<file path="src/rtl/mem_arbiter.sv">
`default_nettype none
// +--------------------------------------------------------------------------+
// | Module   : mem_arbiter                                                   |
// | Brief    : Round-robin sequencer of one unified RAM between instruction  |
// |            fetch and load/store ports; RV32 byte masks, store data       |
// |            replication, load alignment/extension, misalignment errors.   |
// | Revision : 1.0 - initial release                                         |
// +--------------------------------------------------------------------------+
module mem_arbiter #(
  parameter int ADDR_W     = 32,
  parameter int RD_LATENCY = 1
) (
  input  logic              clk,
  input  logic              reset,
  input  logic              iReq,
  input  logic [ADDR_W-1:0] iAddr,
  output logic              iReady,
  output logic [31:0]       iRdata,
  input  logic              dReq,
  input  logic              dWe,
  input  logic [ADDR_W-1:0] dAddr,
  input  logic [2:0]        dFunct3,
  input  logic [31:0]       dWdata,
  output logic              dReady,
  output logic [31:0]       dRdata,
  output logic              dError,
  output logic [ADDR_W-1:0] memAddress,
  output logic [31:0]       memWriteData,
  output logic              memWrite,
  output logic [3:0]        byteMask,
  input  logic [31:0]       memReadData
);

  typedef enum logic [1:0] {
    IDLE   = 2'd0,
    ACCESS = 2'd1,
    RESP   = 2'd2
  } state_t;

  localparam logic GRANT_I = 1'b0;
  localparam logic GRANT_D = 1'b1;
  localparam int   CNT_W   = (RD_LATENCY > 1) ? $clog2(RD_LATENCY) : 1;
  localparam logic [CNT_W-1:0] CNT_LAST = CNT_W'(RD_LATENCY - 1);

  state_t              state_q, state_d;
  logic                lastGrant_q, lastGrant_d;
  logic                grant_q, grant_d;
  logic                we_q, we_d;
  logic [2:0]          funct3_q, funct3_d;
  logic [1:0]          alow_q, alow_d;
  logic [CNT_W-1:0]    cnt_q, cnt_d;
  logic                iReady_q, iReady_d;
  logic [31:0]         iRdata_q, iRdata_d;
  logic                dReady_q, dReady_d;
  logic [31:0]         dRdata_q, dRdata_d;
  logic                dError_q, dError_d;
  logic [ADDR_W-1:0]   memAddress_q, memAddress_d;
  logic [31:0]         memWriteData_q, memWriteData_d;
  logic                memWrite_q, memWrite_d;
  logic [3:0]          byteMask_q, byteMask_d;

  logic                w_grant;
  logic                w_dErr;
  logic [3:0]          w_stMask;
  logic [31:0]         w_stData;
  logic [7:0]          w_ldByte;
  logic [15:0]         w_ldHalf;
  logic [31:0]         w_ldData;
  logic                unused_iAddrLow;

  // Fetches are always word reads; the low address bits carry no meaning.
  assign unused_iAddrLow = ^iAddr[1:0];

  // Classify the pending data request: misaligned or illegal funct3 is an error.
  always_comb begin
    w_dErr = 1'b0;
    case (dFunct3)
      3'b000:         w_dErr = 1'b0;
      3'b001:         w_dErr = dAddr[0];
      3'b010:         w_dErr = |dAddr[1:0];
      3'b100, 3'b101: w_dErr = dWe | (dFunct3[0] & dAddr[0]);
      default:        w_dErr = 1'b1;
    endcase
  end

  // Store byte enables and lane-replicated write data from funct3 and address.
  always_comb begin
    w_stMask = 4'b1111;
    w_stData = dWdata;
    case (dFunct3[1:0])
      2'b00: begin
        w_stMask = 4'b0001 << dAddr[1:0];
        w_stData = {4{dWdata[7:0]}};
      end
      2'b01: begin
        w_stMask = 4'b0011 << {dAddr[1], 1'b0};
        w_stData = {2{dWdata[15:0]}};
      end
      default: begin
        w_stMask = 4'b1111;
        w_stData = dWdata;
      end
    endcase
  end

  // Pick the addressed byte/half of the RAM word and extend it by load type.
  always_comb begin
    w_ldByte = memReadData[{alow_q, 3'b000} +: 8];
    w_ldHalf = alow_q[1] ? memReadData[31:16] : memReadData[15:0];
    case (funct3_q)
      3'b000:  w_ldData = {{24{w_ldByte[7]}}, w_ldByte};
      3'b001:  w_ldData = {{16{w_ldHalf[15]}}, w_ldHalf};
      3'b100:  w_ldData = {24'h0, w_ldByte};
      3'b101:  w_ldData = {16'h0, w_ldHalf};
      default: w_ldData = memReadData;
    endcase
  end

  // Next-state and registered-output logic of the access sequencer.
  always_comb begin
    state_d        = state_q;
    lastGrant_d    = lastGrant_q;
    grant_d        = grant_q;
    we_d           = we_q;
    funct3_d       = funct3_q;
    alow_d         = alow_q;
    cnt_d          = cnt_q;
    iReady_d       = iReady_q;
    iRdata_d       = iRdata_q;
    dReady_d       = dReady_q;
    dRdata_d       = dRdata_q;
    dError_d       = dError_q;
    memAddress_d   = memAddress_q;
    memWriteData_d = memWriteData_q;
    memWrite_d     = memWrite_q;
    byteMask_d     = byteMask_q;
    // On a tie the port that did not win last time goes next.
    w_grant        = dReq & (~iReq | (lastGrant_q == GRANT_I));

    case (state_q)
      IDLE: begin
        if (iReq || dReq) begin
          lastGrant_d = w_grant;
          grant_d     = w_grant;
          cnt_d       = '0;
          if (w_grant == GRANT_D) begin
            we_d     = dWe;
            funct3_d = dFunct3;
            alow_d   = dAddr[1:0];
            if (w_dErr) begin
              // Faulting requests answer immediately and never reach the RAM.
              state_d  = RESP;
              dReady_d = 1'b1;
              dError_d = 1'b1;
              dRdata_d = 32'h0;
            end else begin
              state_d      = ACCESS;
              memAddress_d = {dAddr[ADDR_W-1:2], 2'b00};
              if (dWe) begin
                memWrite_d     = 1'b1;
                byteMask_d     = w_stMask;
                memWriteData_d = w_stData;
              end else begin
                memWrite_d = 1'b0;
                byteMask_d = 4'b1111;
              end
            end
          end else begin
            we_d         = 1'b0;
            state_d      = ACCESS;
            memAddress_d = {iAddr[ADDR_W-1:2], 2'b00};
            memWrite_d   = 1'b0;
            byteMask_d   = 4'b1111;
          end
        end
      end
      ACCESS: begin
        if (we_q) begin
          state_d    = RESP;
          memWrite_d = 1'b0;
          byteMask_d = 4'b0000;
          dReady_d   = 1'b1;
          dError_d   = 1'b0;
          dRdata_d   = 32'h0;
        end else if (cnt_q == CNT_LAST) begin
          state_d    = RESP;
          byteMask_d = 4'b0000;
          if (grant_q == GRANT_D) begin
            dReady_d = 1'b1;
            dError_d = 1'b0;
            dRdata_d = w_ldData;
          end else begin
            iReady_d = 1'b1;
            iRdata_d = memReadData;
          end
        end else begin
          cnt_d = cnt_q + CNT_W'(1);
        end
      end
      RESP: begin
        state_d    = IDLE;
        iReady_d   = 1'b0;
        iRdata_d   = 32'h0;
        dReady_d   = 1'b0;
        dRdata_d   = 32'h0;
        dError_d   = 1'b0;
        memWrite_d = 1'b0;
        byteMask_d = 4'b0000;
      end
      default: begin
        state_d = IDLE;
      end
    endcase
  end

  // State and output registers with synchronous reset.
  always_ff @(posedge clk) begin
    if (reset) begin
      state_q        <= IDLE;
      lastGrant_q    <= GRANT_I;
      grant_q        <= GRANT_I;
      we_q           <= 1'b0;
      funct3_q       <= 3'b000;
      alow_q         <= 2'b00;
      cnt_q          <= '0;
      iReady_q       <= 1'b0;
      iRdata_q       <= 32'h0;
      dReady_q       <= 1'b0;
      dRdata_q       <= 32'h0;
      dError_q       <= 1'b0;
      memAddress_q   <= '0;
      memWriteData_q <= 32'h0;
      memWrite_q     <= 1'b0;
      byteMask_q     <= 4'b0000;
    end else begin
      state_q        <= state_d;
      lastGrant_q    <= lastGrant_d;
      grant_q        <= grant_d;
      we_q           <= we_d;
      funct3_q       <= funct3_d;
      alow_q         <= alow_d;
      cnt_q          <= cnt_d;
      iReady_q       <= iReady_d;
      iRdata_q       <= iRdata_d;
      dReady_q       <= dReady_d;
      dRdata_q       <= dRdata_d;
      dError_q       <= dError_d;
      memAddress_q   <= memAddress_d;
      memWriteData_q <= memWriteData_d;
      memWrite_q     <= memWrite_d;
      byteMask_q     <= byteMask_d;
    end
  end

  assign iReady       = iReady_q;
  assign iRdata       = iRdata_q;
  assign dReady       = dReady_q;
  assign dRdata       = dRdata_q;
  assign dError       = dError_q;
  assign memAddress   = memAddress_q;
  assign memWriteData = memWriteData_q;
  assign memWrite     = memWrite_q;
  assign byteMask     = byteMask_q;

endmodule
`default_nettype wire

</file>
<file path="config.mk">
export PLATFORM = sky130hd
export DESIGN_NAME = mem_arbiter
export DESIGN_NICKNAME = d
export VERILOG_FILES = /design/src/rtl/mem_arbiter.sv
export SDC_FILE = /design/constraint.sdc
export NUM_CORES = 1
export LEC_CHECK = 0
export ABC_CLOCK_PERIOD_IN_PS = 5850
export BUFFER_PORTS_ARGS = -buffer_cell sky130_fd_sc_hd__buf_2
export CORE_ASPECT_RATIO = 2
export CORE_MARGIN = 5
export CORE_UTILIZATION = 52
export CTS_CLUSTER_DIAMETER = 60
export DETAILED_ROUTE_END_ITERATION = 12
export PLACE_DENSITY = 0.93
export SYNTH_ARGS = -nofsm -noshare
export SYNTH_HDL_FRONTEND = slang
export SYNTH_SLANG_ARGS = --single-unit
</file>
<file path="constraint.sdc">
create_clock -name clk -period 5.85 [get_ports clk]
set_input_delay 0.585 -clock clk [delete_from_list [all_inputs] [get_ports clk]]
set_output_delay 0.585 -clock clk [all_outputs]
set_load 0.05 [all_outputs]
</file>
Word-level counts from Yosys, hierarchy flattened
Cells that the tools add are included.

Bits in registers: 146. Input bits: 136. Output and inout port bits: 136. Word-level logic and storage cells: 124.

Add/subtract/negate cells: 1. Equal/unequal tests: 21. Shifts and indexed selects: 3. Multiplexer cells: 57. Bitwise operators: 7. Reductions and logical operators: 20.

Operators with widths (number): 32-bit two-way mux (11); 32-bit case mux with 2 select lines (2); 32-bit case mux with 4 select lines (1); 32-bit case mux with 3 select lines (1); 32-bit by 6-bit indexed part select with 8-bit output (1); 4-bit two-way mux (6); 1-bit two-way mux (21); 16-bit two-way mux (1); 2-bit inequality test (second input constant) (8); 3-bit == test (second input constant) (4); 4-bit case mux with 3 select lines (1); 4-bit AND reduction (3); 2-bit two-way mux (5); 3-bit inequality test (second input constant) (3); 1-bit case mux with 3 select lines (3); 3-bit AND reduction (3); 4-bit case mux with 2 select lines (1); 3-bit by 1-bit == test with 1-bit output (second input constant) (2); 3-bit zero test (2); 6-bit AND reduction (1); 5-bit AND reduction (1); 2-bit by 1-bit == test with 1-bit output (second input constant) (2); 2-bit zero test (2); 1-bit case mux with 2 select lines (2); other kinds (15) (22).

Depth between registers and ports, before layout
Depth after elaboration: 7. Depth in mapped cells: 9. Gate-level depth less buffers: 6.

Worst setup path before layout
No wires, ideal clock.

Kind: input to register. Start: input dFunct3[0]. End: register dRdata_q[12], in the netlist dRdata[12]. Library setup time: 0.060 ns. Arrival: 1.958 ns. Data required time: 5.790 ns. Path slack: 3.832 ns. Stages: 6. Path buffers: 2. Path through: buf_6 > or4_4 > a41o_4 > a21oi_4 > buf_6 > a22o_2.

Cells in the longest elaborated chain, start to end: 5. Elaborated cells on any way between the ends: 11. Classes of those cells: eq/ne (5); mux (1); bitwise (2); reduce/logical (3).

Ends and longest elaborated chain: start: declaration (RTL line 22) `input logic [2:0] dFunct3,`; 3-bit == test or 1-bit AND (tied branches) (RTL line 77, 81); 2-bit OR reduction or 1-bit bitwise OR (tied branches) (RTL line 77, 81); 1-bit case mux with 4 select lines * (RTL line 77) `case (dFunct3)`; 2-bit inequality test (no source line) *; 6-bit AND reduction (no source line) *; end signal: assignment (RTL line 246) `dRdata_q <= dRdata_d;`; end: declaration (RTL line 55) `logic [31:0] dRdata_q, dRdata_d;`.

Mark *: on every way between the ends. The rest lies on a longest branch, timed or not. A chain may end at the register's enable or synchronous reset.

Worst setup path in the final report
Start: register state_q[1]. End: register dRdata_q[30], in the netlist dRdata[30].

Cells in the longest elaborated chain, start to end: 3. Elaborated cells on any way between the ends: 11. Classes of those cells: eq/ne (7); mux (1); reduce/logical (3).

Ends and longest elaborated chain: start: declaration (RTL line 45) `state_t state_q, state_d;`; start signal: assignment (RTL line 236) `state_q <= state_d;`; 2-bit by 1-bit == test with 1-bit output, or another cell as far along (RTL line 140) `case (state_q)`; 3-bit inequality test (no source line), or another cell as far along; 6-bit AND reduction (no source line).

Several ways; a longest one is shown, not always the timed one.

==> reports/qor.txt <==
CTS Sinks: 143
Synth Area in Simple Gates: 16.9%
area share of the largest cell type after synthesis: 43.2%
DR vias: 6484
DR iter-0 viols: 295
post-route clock period utilization: 53.9%
Bufs and invs on worst path: 1
First-pass DRT Iterations: 5
final core occ: 67.2%
RePlAce Congestion: 0.909
CP max-delay cell: a2111oi_4
RR Startpoint: state_q[1]$_SDFFE_PP0P_
Die X: 89.8 um
VDD IR max: 0.000226 V
biggest area consumer among synthesized cells: dfxtp_1
CP delay by family, top: compound AO/OA/AOI/OAI gates
final setup violating endpoints: 0
RSZ-0062 raised after global routing: no
Compound-Gate Fraction of Synth Area: 23.8%
post-synthesis register bit count: 143
power per cell area: 363 mW/mm2
adder-cell share of the synthesized area: 0.566%
status: finished clean
# DRC: 0
routed len/inst: 18.6 um
Worst Tran Pin Value: 1.27 ns
count leader, synth: dfxtp_1
main combinational cell family by area after synthesis: compound AO/OA/AOI/OAI gates
top post-synthesis cells by area: dfxtp_1 43%, mux2i_1 9.1%, nand2_1 5.1%
clock-pin slew of the registers on the worst-case setup and hold paths: 0.06 ns
FF/Latch Area: 0.00286 mm2
GRT Total Usage: 26.4%
register area share after synthesis: 43.2%
largest net degree at the start of global routing: 82
P_leak: 3.72 nW
Syn Area/Cell: 9.09 um2
row cnt: 58
Clock Latency Late Sink: 0.42 ns
min Tclk post-route: 3.15 ns
H-Tree Level Count: 4
crit path cell chain: inv_1 > ha_1 > nor3b_1 > o21ai_0 > a2111oi_4 > a22o_2
Root Buffer: clkbuf_16
Multi-input gate area: 0.00340 mm2
Main synth FF type: dfxtp_1
core box area: 0.0126 mm2
Routed Antenna Nets: 0
total congestion overflow: 0
met2 WL: 11.3 mm
flop2flop setup slack: 2.70 ns
TritonCTS buffer count: 17
setup tns final: 0 ns
clk_skew: 0.0114 ns
slowest stage delay, CP: 0.95 ns
Critical Path AT: 3.51 ns
vias in the first global route: 6338
Worst Hold Class: flip-flop to flip-flop
Max Cap Violations: 0
hold slack final: 0.445 ns
Cell Area, Synth: 0.00663 mm2
layout cells sized above 1: 34.8%
routed wl met3: 1.48 mm
mux share of post-synthesis cell area: 9.80%
Req. time, crit path: 6.21 ns
worst-case reg-to-reg path depth: 6
Worst setup SP type: flip-flop
I/O pin cnt: 272
Cell variety after synth: 57
max layer used: met4
nets: 1095
Filler Cell Count: 987
min-delay src: iRdata[16]$_SDFFE_PP0P_
Max Fanout on Critical Path: 16
Synth-to-Final Area Change: 27.4%
port bufs: 267
vias per std cell: 5.79
die span in y: 170 um
first-pass GRT wire length: 32.6 mm
XOR/XNOR share of the synthesized area: 0%
hold worst-path end: iRdata[16]$_SDFFE_PP0P_
Gate Count Post-Synth: 729
hold path depth: 2
Die ar.: 0.0152 mm2
Final Slew Violations: 0
final hold violations: 0
worst r2r dst: dRdata[30]$_SDFFE_PP0P_
final WL: 20.8 mm
DP HPWL: 15.5 mm
Starting Density: 52.8%
Async S/R FF share, synth: 0%
CTS resizes: 0
initial antenna violation count: 1
Final Power: 3.07 mW
relative slew slack: 15.0%
post-CTS setup buffer count: 0
Met1 Wirelength: 7.00 mm
CTS Hold Bufs: 0
Max Freq: 0.317 GHz
Ys Warns: 0
clock buffer depth: 2
Post-synth top cells: 143 x dfxtp_1, 90 x nand2_1, 60 x mux2i_1
CP endpoint kind: flip-flop
EDFF count, synth: 0
TritonCTS clock tree: built
critical path type: flip-flop to flip-flop
## per-stage QoR
stage	std cells	worst slack [ns]	instance area, um2
finish	1119	2.70	8440
floorplan	730	3.83	6630
CTS	1118	2.72	8440
detailed placement	1087	2.55	7860
global placement	1087	2.64	7860
global route	1119	2.43	8440
## placed cells by master (no fill, tap or decap), types with 8 or more instances in the layout
master,n
buf_2,266
dfxtp_1,143
nand2_1,90
mux2i_1,60
nor2_1,59
a21oi_1,57
a211oi_1,42
o21ai_0,31
nand3b_1,31
nand2b_1,27
a22o_2,22
clkbuf_16,17
o22ai_1,15
a311oi_1,9
a221o_1,8
## where the power goes
| group | leakage, nW | internal, mW | switching, mW |
|---|---|---|---|
| clock network | 0.278 | 0.635 | 0.439 |
| registers | 1.17 | 1.07 | 0.0578 |
| logic | 2.28 | 0.245 | 0.624 |
## registers in the layout, summed over array words and instances (netlist names)
signal	count
alow_q	2
byteMask	4
dError	1
dRdata	32
dReady	1
funct3_q	3
grant_q	1
iRdata	32
iReady	1
memAddress	30
memWrite	1
memWriteData	32
state_q	2
we_q	1
## worst max-delay path by stage
stage,start,endpoint,slack (ns),depth (start not counted)
3_5_place_dp,reset,dRdata[21]$_SDFFE_PP0P_,2.55,5
3_3_place_gp,reset,dRdata[25]$_SDFFE_PP0P_,2.64,5
5_1_grt,state_q[1]$_SDFFE_PP0P_,dRdata[29]$_SDFFE_PP0P_,2.43,6
6_report,state_q[1]$_SDFFE_PP0P_,dRdata[30]$_SDFFE_PP0P_,2.70,6
2_1_floorplan,dFunct3[0],dRdata[12]$_SDFFE_PP0P_,3.83,6
4_1_cts,state_q[1]$_SDFFE_PP0P_,dRdata[30]$_SDFFE_PP0P_,2.72,6
## layer usage
| layer | global-route usage (%) | up-vias |
|---|---|---|
| met5 | 0 | - |
| met4 | 14.3 | 0 |
| met3 | 7.01 | 64 |
| met2 | 48.9 | 314 |
| met1 | 26.4 | 3005 |
| li1 | - | 3101 |
## worst reg2reg max path, stage by stage, from the launching register on
cell and delay, ns:
dfxtp_1 0.32, inv_1 0.09, ha_1 0.26, nor3b_1 0.85
o21ai_0 0.34, a2111oi_4 0.95, a22o_2 0.28
## cells by family after synthesis
family          after synthesis
mux                          63
buf+inv                      72
fa+ha+maj                     3
simple gates                232
flops                       143
other cells                   1
compound gates              215
## cell type report
cell class                 instances  share of cell area [%]
clock buffer                      18                    5.08
antenna                            1                  0.0296
tap                              150                    2.22
clock inverter                    13                    1.82
multi-input combinational        515                    40.3
inverter                           7                   0.311
sequential                       143                    33.9
timing repair buffer             272                    16.3
Power figures use the tool's default switching activity.
